`config.mk`:
```
export PLATFORM = sky130hd
export DESIGN_NAME = haar_lift_stage_flat
export DESIGN_NICKNAME = d
export VERILOG_FILES = /design/src/rtl/haar_lift_stage_if.sv /design/src/rtl/haar_lift_stage.sv /design/src/flat_wrapper.sv
export SDC_FILE = /design/constraint.sdc
export NUM_CORES = 1
export LEC_CHECK = 0
export ABC_AREA = 1
export BUFFER_PORTS_ARGS = -buffer_cell sky130_fd_sc_hd__buf_2
export CORE_AREA = 2 2 105 107
export DETAILED_ROUTE_END_ITERATION = 10
export DIE_AREA = 0 0 107 109
export GPL_ROUTABILITY_DRIVEN = 1
export HOLD_SLACK_MARGIN = 0.06
export PLACE_DENSITY = 0.8
export REMOVE_ABC_BUFFERS = 1
export SKIP_LAST_GASP = 1
export SYNTH_ARGS = -nofsm -noshare
export SYNTH_HDL_FRONTEND = slang
export SYNTH_SLANG_ARGS = --single-unit
```
`constraint.sdc`:
```
create_clock -name clk -period 3.2 [get_ports clk]
set_input_delay 0.64 -clock clk [delete_from_list [all_inputs] [get_ports clk]]
set_output_delay 0.64 -clock clk [all_outputs]
set_load 0.05 [all_outputs]
```
`src/rtl/haar_lift_stage_if.sv`:
```
// -----------------------------------------------------------------------------
// haar_lift_stage_if
// Streaming bus of the Haar lifting stage.
//   Input side : mode, in_valid, in_ready, in_a, in_b, in_last
//   Output side: out_valid, out_ready, out_x, out_y, out_last, out_count
// Modports:
//   master - the environment: drives input beats and out_ready
//   slave  - the lifting stage: accepts beats and produces results
// -----------------------------------------------------------------------------
interface haar_lift_stage_if #(
  parameter int W     = 16,
  parameter int CNT_W = 12
);
  logic             mode;
  logic             in_valid;
  logic             in_ready;
  logic [W-1:0]     in_a;
  logic [W-1:0]     in_b;
  logic             in_last;
  logic             out_valid;
  logic             out_ready;
  logic [W-1:0]     out_x;
  logic [W-1:0]     out_y;
  logic             out_last;
  logic [CNT_W-1:0] out_count;

  modport master (
    output mode, in_valid, in_a, in_b, in_last, out_ready,
    input  in_ready, out_valid, out_x, out_y, out_last, out_count
  );

  modport slave (
    input  mode, in_valid, in_a, in_b, in_last, out_ready,
    output in_ready, out_valid, out_x, out_y, out_last, out_count
  );
endinterface

```
`src/rtl/haar_lift_stage.sv`:
```
// -----------------------------------------------------------------------------
// haar_lift_stage
// Bidirectional Haar lifting stage, 2-stage valid/ready pipeline.
//   mode=0 (inverse): (h, sign-magnitude d) -> pixel pair (x, y)
//   mode=1 (forward): pixel pair (x, y)     -> (h, sign-magnitude d)
// Ports:
//   clk      - rising-edge clock
//   reset    - asynchronous active-low reset
//   bus      - streaming bus (slave modport), see haar_lift_stage_if
//   ovf      - sticky flag: a wrap or clamp happened on a transferred beat
//   ovf_clr  - synchronous clear of ovf (a simultaneous set wins)
// SAT=0 keeps modulo-2^W behaviour; SAT=1 works in W+1 bits and clamps.
// -----------------------------------------------------------------------------
module haar_lift_stage #(
  parameter int W     = 16,
  parameter bit SAT   = 1'b0,
  parameter int CNT_W = 12
) (
  input  logic             clk,
  input  logic             reset,
  haar_lift_stage_if.slave bus,
  output logic             ovf,
  input  logic             ovf_clr
);

  logic                    s1_adv, s2_adv, out_fire;
  logic                    vld_p1, mode_p1, last_p1;
  logic [W-1:0]            a_p1, b_p1;
  logic                    vld_p2, last_p2, ovf_p2;
  logic [W-1:0]            x_p2, y_p2;
  logic [CNT_W-1:0]        cnt;

  logic [W-1:0]            op_b;
  logic [W:0]              sum;
  logic signed [W:0]       diff;
  logic [W:0]              inv_s, inv_d, fwd_h;
  logic [W-1:0]            fwd_m;
  logic [W-1:0]            x_c, y_c;
  logic                    ovf_c;

  // Halved inverse sum, returned as {ovf, value}. With clamping the W+1-bit
  // sum always fits after the shift; in modulo mode the carry is lost first.
  function automatic logic [W:0] half_sum(input logic [W:0] s);
    if (SAT) half_sum = {1'b0, s[W:1]};
    else     half_sum = {s[W], 1'b0, s[W-1:1]};
  endfunction

  // Halved inverse difference, returned as {ovf, value}. A borrow either
  // clamps to zero or wraps before the logical shift.
  function automatic logic [W:0] half_diff(input logic signed [W:0] d);
    if (SAT) half_diff = d[W] ? {1'b1, {W{1'b0}}} : {1'b0, 1'b0, d[W-1:1]};
    else     half_diff = {d[W], 1'b0, d[W-1:1]};
  endfunction

  // Forward approximation h = x+y as {ovf, value}: wrap or clamp to all-ones.
  function automatic logic [W:0] clamp_h(input logic [W:0] s);
    if (s[W]) clamp_h = SAT ? {1'b1, {W{1'b1}}} : {1'b1, s[W-1:0]};
    else      clamp_h = {1'b0, s[W-1:0]};
  endfunction

  // Detail magnitude reduced to W-1 bits, returned as {ovf, magnitude}.
  function automatic logic [W-1:0] clamp_mag(input logic [W-1:0] mag);
    if (mag[W-1]) clamp_mag = SAT ? {1'b1, {(W-1){1'b1}}} : {1'b1, mag[W-2:0]};
    else          clamp_mag = {1'b0, mag[W-2:0]};
  endfunction

  assign s2_adv       = ~vld_p2 | bus.out_ready;
  assign s1_adv       = ~vld_p1 | s2_adv;
  assign out_fire     = vld_p2 & bus.out_ready;
  assign bus.in_ready = s1_adv;

  // ---- S0 -> S1: capture the raw beat ----
  always_ff @(posedge clk) begin
    if (s1_adv && bus.in_valid) begin
      a_p1    <= bus.in_a;
      b_p1    <= bus.in_b;
      mode_p1 <= bus.mode;
      last_p1 <= bus.in_last;
    end
  end

  // ---- S1 -> S2: lifting arithmetic ----
  // One adder and one subtractor serve both directions: inverse uses the
  // detail magnitude as second operand, forward uses the raw pixel y.
  always_comb begin
    op_b  = mode_p1 ? b_p1 : {1'b0, b_p1[W-2:0]};
    sum   = {1'b0, a_p1} + {1'b0, op_b};
    diff  = $signed({1'b0, a_p1}) - $signed({1'b0, op_b});
    inv_s = half_sum(sum);
    inv_d = half_diff(diff);
    fwd_h = clamp_h(sum);
    // |x-y| always fits in W bits, so the low W bits negate exactly.
    fwd_m = clamp_mag(diff[W] ? ({W{1'b0}} - diff[W-1:0]) : diff[W-1:0]);
    if (mode_p1) begin
      x_c   = fwd_h[W-1:0];
      y_c   = {diff[W], fwd_m[W-2:0]};
      ovf_c = fwd_h[W] | fwd_m[W-1];
    end else if (b_p1[W-1]) begin
      x_c   = inv_d[W-1:0];
      y_c   = inv_s[W-1:0];
      ovf_c = inv_s[W] | inv_d[W];
    end else begin
      x_c   = inv_s[W-1:0];
      y_c   = inv_d[W-1:0];
      ovf_c = inv_s[W] | inv_d[W];
    end
  end

  always_ff @(posedge clk or negedge reset) begin
    if (!reset) begin
      vld_p1  <= 1'b0;
      vld_p2  <= 1'b0;
      x_p2    <= '0;
      y_p2    <= '0;
      last_p2 <= 1'b0;
      ovf_p2  <= 1'b0;
      cnt     <= '0;
      ovf     <= 1'b0;
    end else begin
      if (s1_adv) vld_p1 <= bus.in_valid;
      if (s2_adv) begin
        vld_p2 <= vld_p1;
        if (vld_p1) begin
          x_p2    <= x_c;
          y_p2    <= y_c;
          last_p2 <= last_p1;
          ovf_p2  <= ovf_c;
        end
      end
      // ---- S2 -> output: frame counter and sticky overflow ----
      if (out_fire) cnt <= last_p2 ? '0 : cnt + 1'b1;
      if (out_fire && ovf_p2) ovf <= 1'b1;
      else if (ovf_clr)       ovf <= 1'b0;
    end
  end

  assign bus.out_valid = vld_p2;
  assign bus.out_x     = x_p2;
  assign bus.out_y     = y_p2;
  assign bus.out_last  = last_p2;
  assign bus.out_count = cnt;

endmodule

```
`src/flat_wrapper.sv`:
```
// flat-port wrapper written by rule: the top's interface ports become plain ports
module haar_lift_stage_flat 
#(
  parameter int W     = 16,
  parameter bit SAT   = 1'b0,
  parameter int CNT_W = 12
)
  (clk, reset, ovf, ovf_clr, bus_mode, bus_in_valid, bus_in_a, bus_in_b, bus_in_last, bus_out_ready, bus_in_ready, bus_out_valid, bus_out_x, bus_out_y, bus_out_last, bus_out_count);
  haar_lift_stage_if #(.W(W), .CNT_W(CNT_W)) bus_i ();
  input  logic clk;
  input  logic reset;
  output logic ovf;
  input  logic ovf_clr;
  input wire logic [$bits(bus_i.mode)-1:0] bus_mode;
  input wire logic [$bits(bus_i.in_valid)-1:0] bus_in_valid;
  input wire logic [$bits(bus_i.in_a)-1:0] bus_in_a;
  input wire logic [$bits(bus_i.in_b)-1:0] bus_in_b;
  input wire logic [$bits(bus_i.in_last)-1:0] bus_in_last;
  input wire logic [$bits(bus_i.out_ready)-1:0] bus_out_ready;
  output wire logic [$bits(bus_i.in_ready)-1:0] bus_in_ready;
  output wire logic [$bits(bus_i.out_valid)-1:0] bus_out_valid;
  output wire logic [$bits(bus_i.out_x)-1:0] bus_out_x;
  output wire logic [$bits(bus_i.out_y)-1:0] bus_out_y;
  output wire logic [$bits(bus_i.out_last)-1:0] bus_out_last;
  output wire logic [$bits(bus_i.out_count)-1:0] bus_out_count;
  assign bus_i.mode = bus_mode;
  assign bus_i.in_valid = bus_in_valid;
  assign bus_i.in_a = bus_in_a;
  assign bus_i.in_b = bus_in_b;
  assign bus_i.in_last = bus_in_last;
  assign bus_i.out_ready = bus_out_ready;
  assign bus_in_ready = bus_i.in_ready;
  assign bus_out_valid = bus_i.out_valid;
  assign bus_out_x = bus_i.out_x;
  assign bus_out_y = bus_i.out_y;
  assign bus_out_last = bus_i.out_last;
  assign bus_out_count = bus_i.out_count;
  haar_lift_stage #(.W(W), .SAT(SAT), .CNT_W(CNT_W)) u_core (.clk(clk), .reset(reset), .bus(bus_i), .ovf(ovf), .ovf_clr(ovf_clr));
endmodule
```
==> impl_metrics.ini <==
[status]
status = completed

[clock_tree]
root_buffer = clkbuf_8
cts_made_buffers = 9
htree_num_levels = 3
cts_resized = 0
clk_path_buf_depth = 2
clkTransAtPathRegs_ps = 100
clock_sinks = 83
worst_skew_pair.late_latency_ps = 370
cts_setup_buffers = 0
hold_buffers = 0
cts_tree = built

[finish]
fin_util_pct = 63.78
fin_nets = 972
final_layout_size_suffix_gt1_share_pct = 18.85
syn2layout_area_growth_pct = 11.93
n_fill_cell = 984
antenna_cells = 0
final_common_cell = nand2_1
mostFrequentLayoutCells = 217 x nand2_1, 97 x inv_1, 86 x buf_2

[global_routing]
track_usage_pct = 25.53
grt_pass1_vias = 5264
grt_max_degree = 35
grt-ovfl-total = 0
antenna_found_initial = 0
grt_pass1_wl_microns = 23860

[power_and_ir_drop]
p_comb_share_pct = 47.6
seq_power_share_pct = 33.2
swShare_pct = 47.95
p_leak_nw = 3.413
ir_worst_vdd_mv = 0.3690
switchingPower_mw = 2.116
power.density_mw_per_mm2 = 652.5
clkPwrFrac_pct = 19.2
intPower_mw = 2.297

[floorplanning]
chipWidth_microns = 107
io_pins = 87
fp.coreArea_sq_mm = 0.01060
fp.dieH_microns = 109
die-area_sq_mm = 0.01166
start_util_pct = 56.99
row_count = 38

[yosys]
synth_warnings = 0
async_reset_ff_share_pct = 59.04
synthCells = 821
synth-edff-count = 34
syn_avg_cell_area_sq_um = 7.359
synth_area_sq_mm = 0.006042
synthTopCellsByArea = dfrtp_1 20%, edfxtp_1 17%, nand2_1 13%, ha_1 7.0%, inv_1 6.0%
synth_ff_type = dfrtp_1
synth-seq-cells = 83
synth_largest_area_cell = dfrtp_1
synth.distinct_cells = 41
ys_seq_area_share_pct = 37.19
yosysTopAreaCellShare_pct = 20.29

[min_path]
hp-class = primary input to asynchronous set/reset pin

[sta]
fin_tns_setup_ps = 0
slew_headroom_pct = 52.39
setup_viol = 0
finalClockSkew_ps = 19.00
fin_crit_ps = 2751
hold_viol = 0
max_freq_mhz = 363.5
rsz0062_at_grt = no
fin_crit_sh_pct = 85.97
slew_violations = 0
worst_pin_slew_ps = 714.2

[placed_design]
portBuffers = 86
hpwl_microns = 10820
place_congestion = 0.9295

[critical_path]
critPathRequiredTime_ps = 3490
r2r_cells = 15
cp_max_fo = 4
worst-setup-path-type = flop to flop
worstPathArrival_ps = 3040
crit_path_end_kind = flop
critPathLaunchType = flop

[routing]
route.detailed.drc = 0
antenna_left = 0
vias_per_cell = 5.452
post_drt_wl_per_cell_microns = 13.54
dr_total_vias = 5681
drt_first_pass_iters = 5
wl_microns = 14110
drt_iter0_drc = 424

[run]
max_cap_viol_count = 0
==> worst max-delay path, stage by stage, from the launching register on <==
cell and delay (ps):
edfxtp_1 420, ha_1 210, inv_1 140, fa_1 470, inv_1 120, ha_1 180, inv_1 70, nor2_2 130
nand3_2 120, nor2_2 130, nand3_2 110, nor2_2 180, nand2_1 90, nand3_1 70, nand3_1 90, a21oi_1 150
==> per-layer routing <==
layer	vias up	GRT usage (%)	share of wire (%)
met5	-	0	0
met4	0	8.998	1.9
met3	25	3.706	6.4
met2	220	41.63	46
met1	2600	34.98	46
li1	2836	-	-
==> flip-flops by register name, indices dropped and copies added, names as in the netlist <==
signal and cells:
u_core.a_p1 16, u_core.b_p1 16, u_core.bus.out_x 16, u_core.bus.out_y 16, u_core.bus.out_count 12, u_core.bus.out_last 1, u_core.bus.out_valid 1, u_core.last_p1 1
u_core.mode_p1 1, u_core.ovf 1, u_core.ovf_p2 1, u_core.vld_p1 1
==> kinds of logic after synthesis <==
family / count (synthesis) / share of synthesized area [%]
AOI/OAI and AO/OA: 125 / 12.09
and+or+nand+nor: 429 / 32.02
xor gates and xnor gates: 10 / 1.450
buffers and inverters: 138 / 9.546
adders and majority gates: 36 / 7.704
DFF: 83 / 37.19
==> power groups by stage <==
stage               Clock [mW]  Combinational, mW  Sequential [mW]
floorplan                    0              0.920             2.13
global placement             0               2.05             1.48
detailed placement           0               2.08             1.49
CTS                      0.854               2.09             1.47
global route             0.899               2.29             1.50
finish                   0.848               2.10             1.47
==> path summary, 6_finish.rpt <==
| kind | to | startpoint | slack [ps] |
|---|---|---|---|
| setup / recovery | u_core.bus.out_y[12] | u_core.b_p1[0] | 450 |
| hold / removal | u_core.bus.out_count[7] | reset | 320 |
| setup reg to reg | u_core.bus.out_y[12] | u_core.b_p1[0] | 450 |
| hold reg to reg | u_core.bus.out_last | u_core.last_p1 | 480 |
| max in group asynchronous | u_core.bus.out_x[15] | reset | 2260 |
| min in group clk | u_core.b_p1[4] | bus_in_b[4] | 440 |
==> per-stage QoR <==
step,area [sq um],instances,setup WS (ps),hold slack (ps),total power [mW]
floorplan,5874,792,654.8,344.4,3.055
global placement,6540,1026,662.6,453.4,3.535
detailed placement,6540,1026,567.1,464.9,3.566
CTS,6763,1042,484.7,328.0,4.408
global route,6763,1042,249.2,368.7,4.689
finish,6763,1042,449.0,315.2,4.413
==> layout make-up <==
cell class	instances	area, sq um	share of cell area, %
flip-flops and latches	83	2247	33.23
clock buffers	10	148.9	2.202
well taps	140	175.2	2.590
inverters	109	409.1	6.050
repair buffers	94	490.5	7.253
multi-input cells	600	3218	47.59
clock inverters	6	73.82	1.092
==> Yosys cell counts (4+ instances only) <==
| master | count |
|---|---|
| nand2_1 | 217 |
| inv_1 | 97 |
| nor2_1 | 78 |
| nand3_1 | 52 |
| a21oi_1 | 49 |
| dfrtp_1 | 49 |
| o21ai_0 | 35 |
| edfxtp_1 | 34 |
| ha_1 | 34 |
| nand2_2 | 22 |
| nor3_1 | 13 |
| o211ai_1 | 13 |
| clkbuf_1 | 12 |
| nand4_1 | 11 |
| inv_2 | 9 |
| o221ai_1 | 9 |
| xor2_1 | 9 |
| buf_2 | 8 |
| nor2_2 | 8 |
| nand3_2 | 7 |
| buf_4 | 5 |
| nor3b_1 | 5 |
| o21ai_1 | 5 |
| a21oi_2 | 4 |
| buf_6 | 4 |
| nor2_4 | 4 |
No activity file was read; power rests on OpenSTA's default activity.
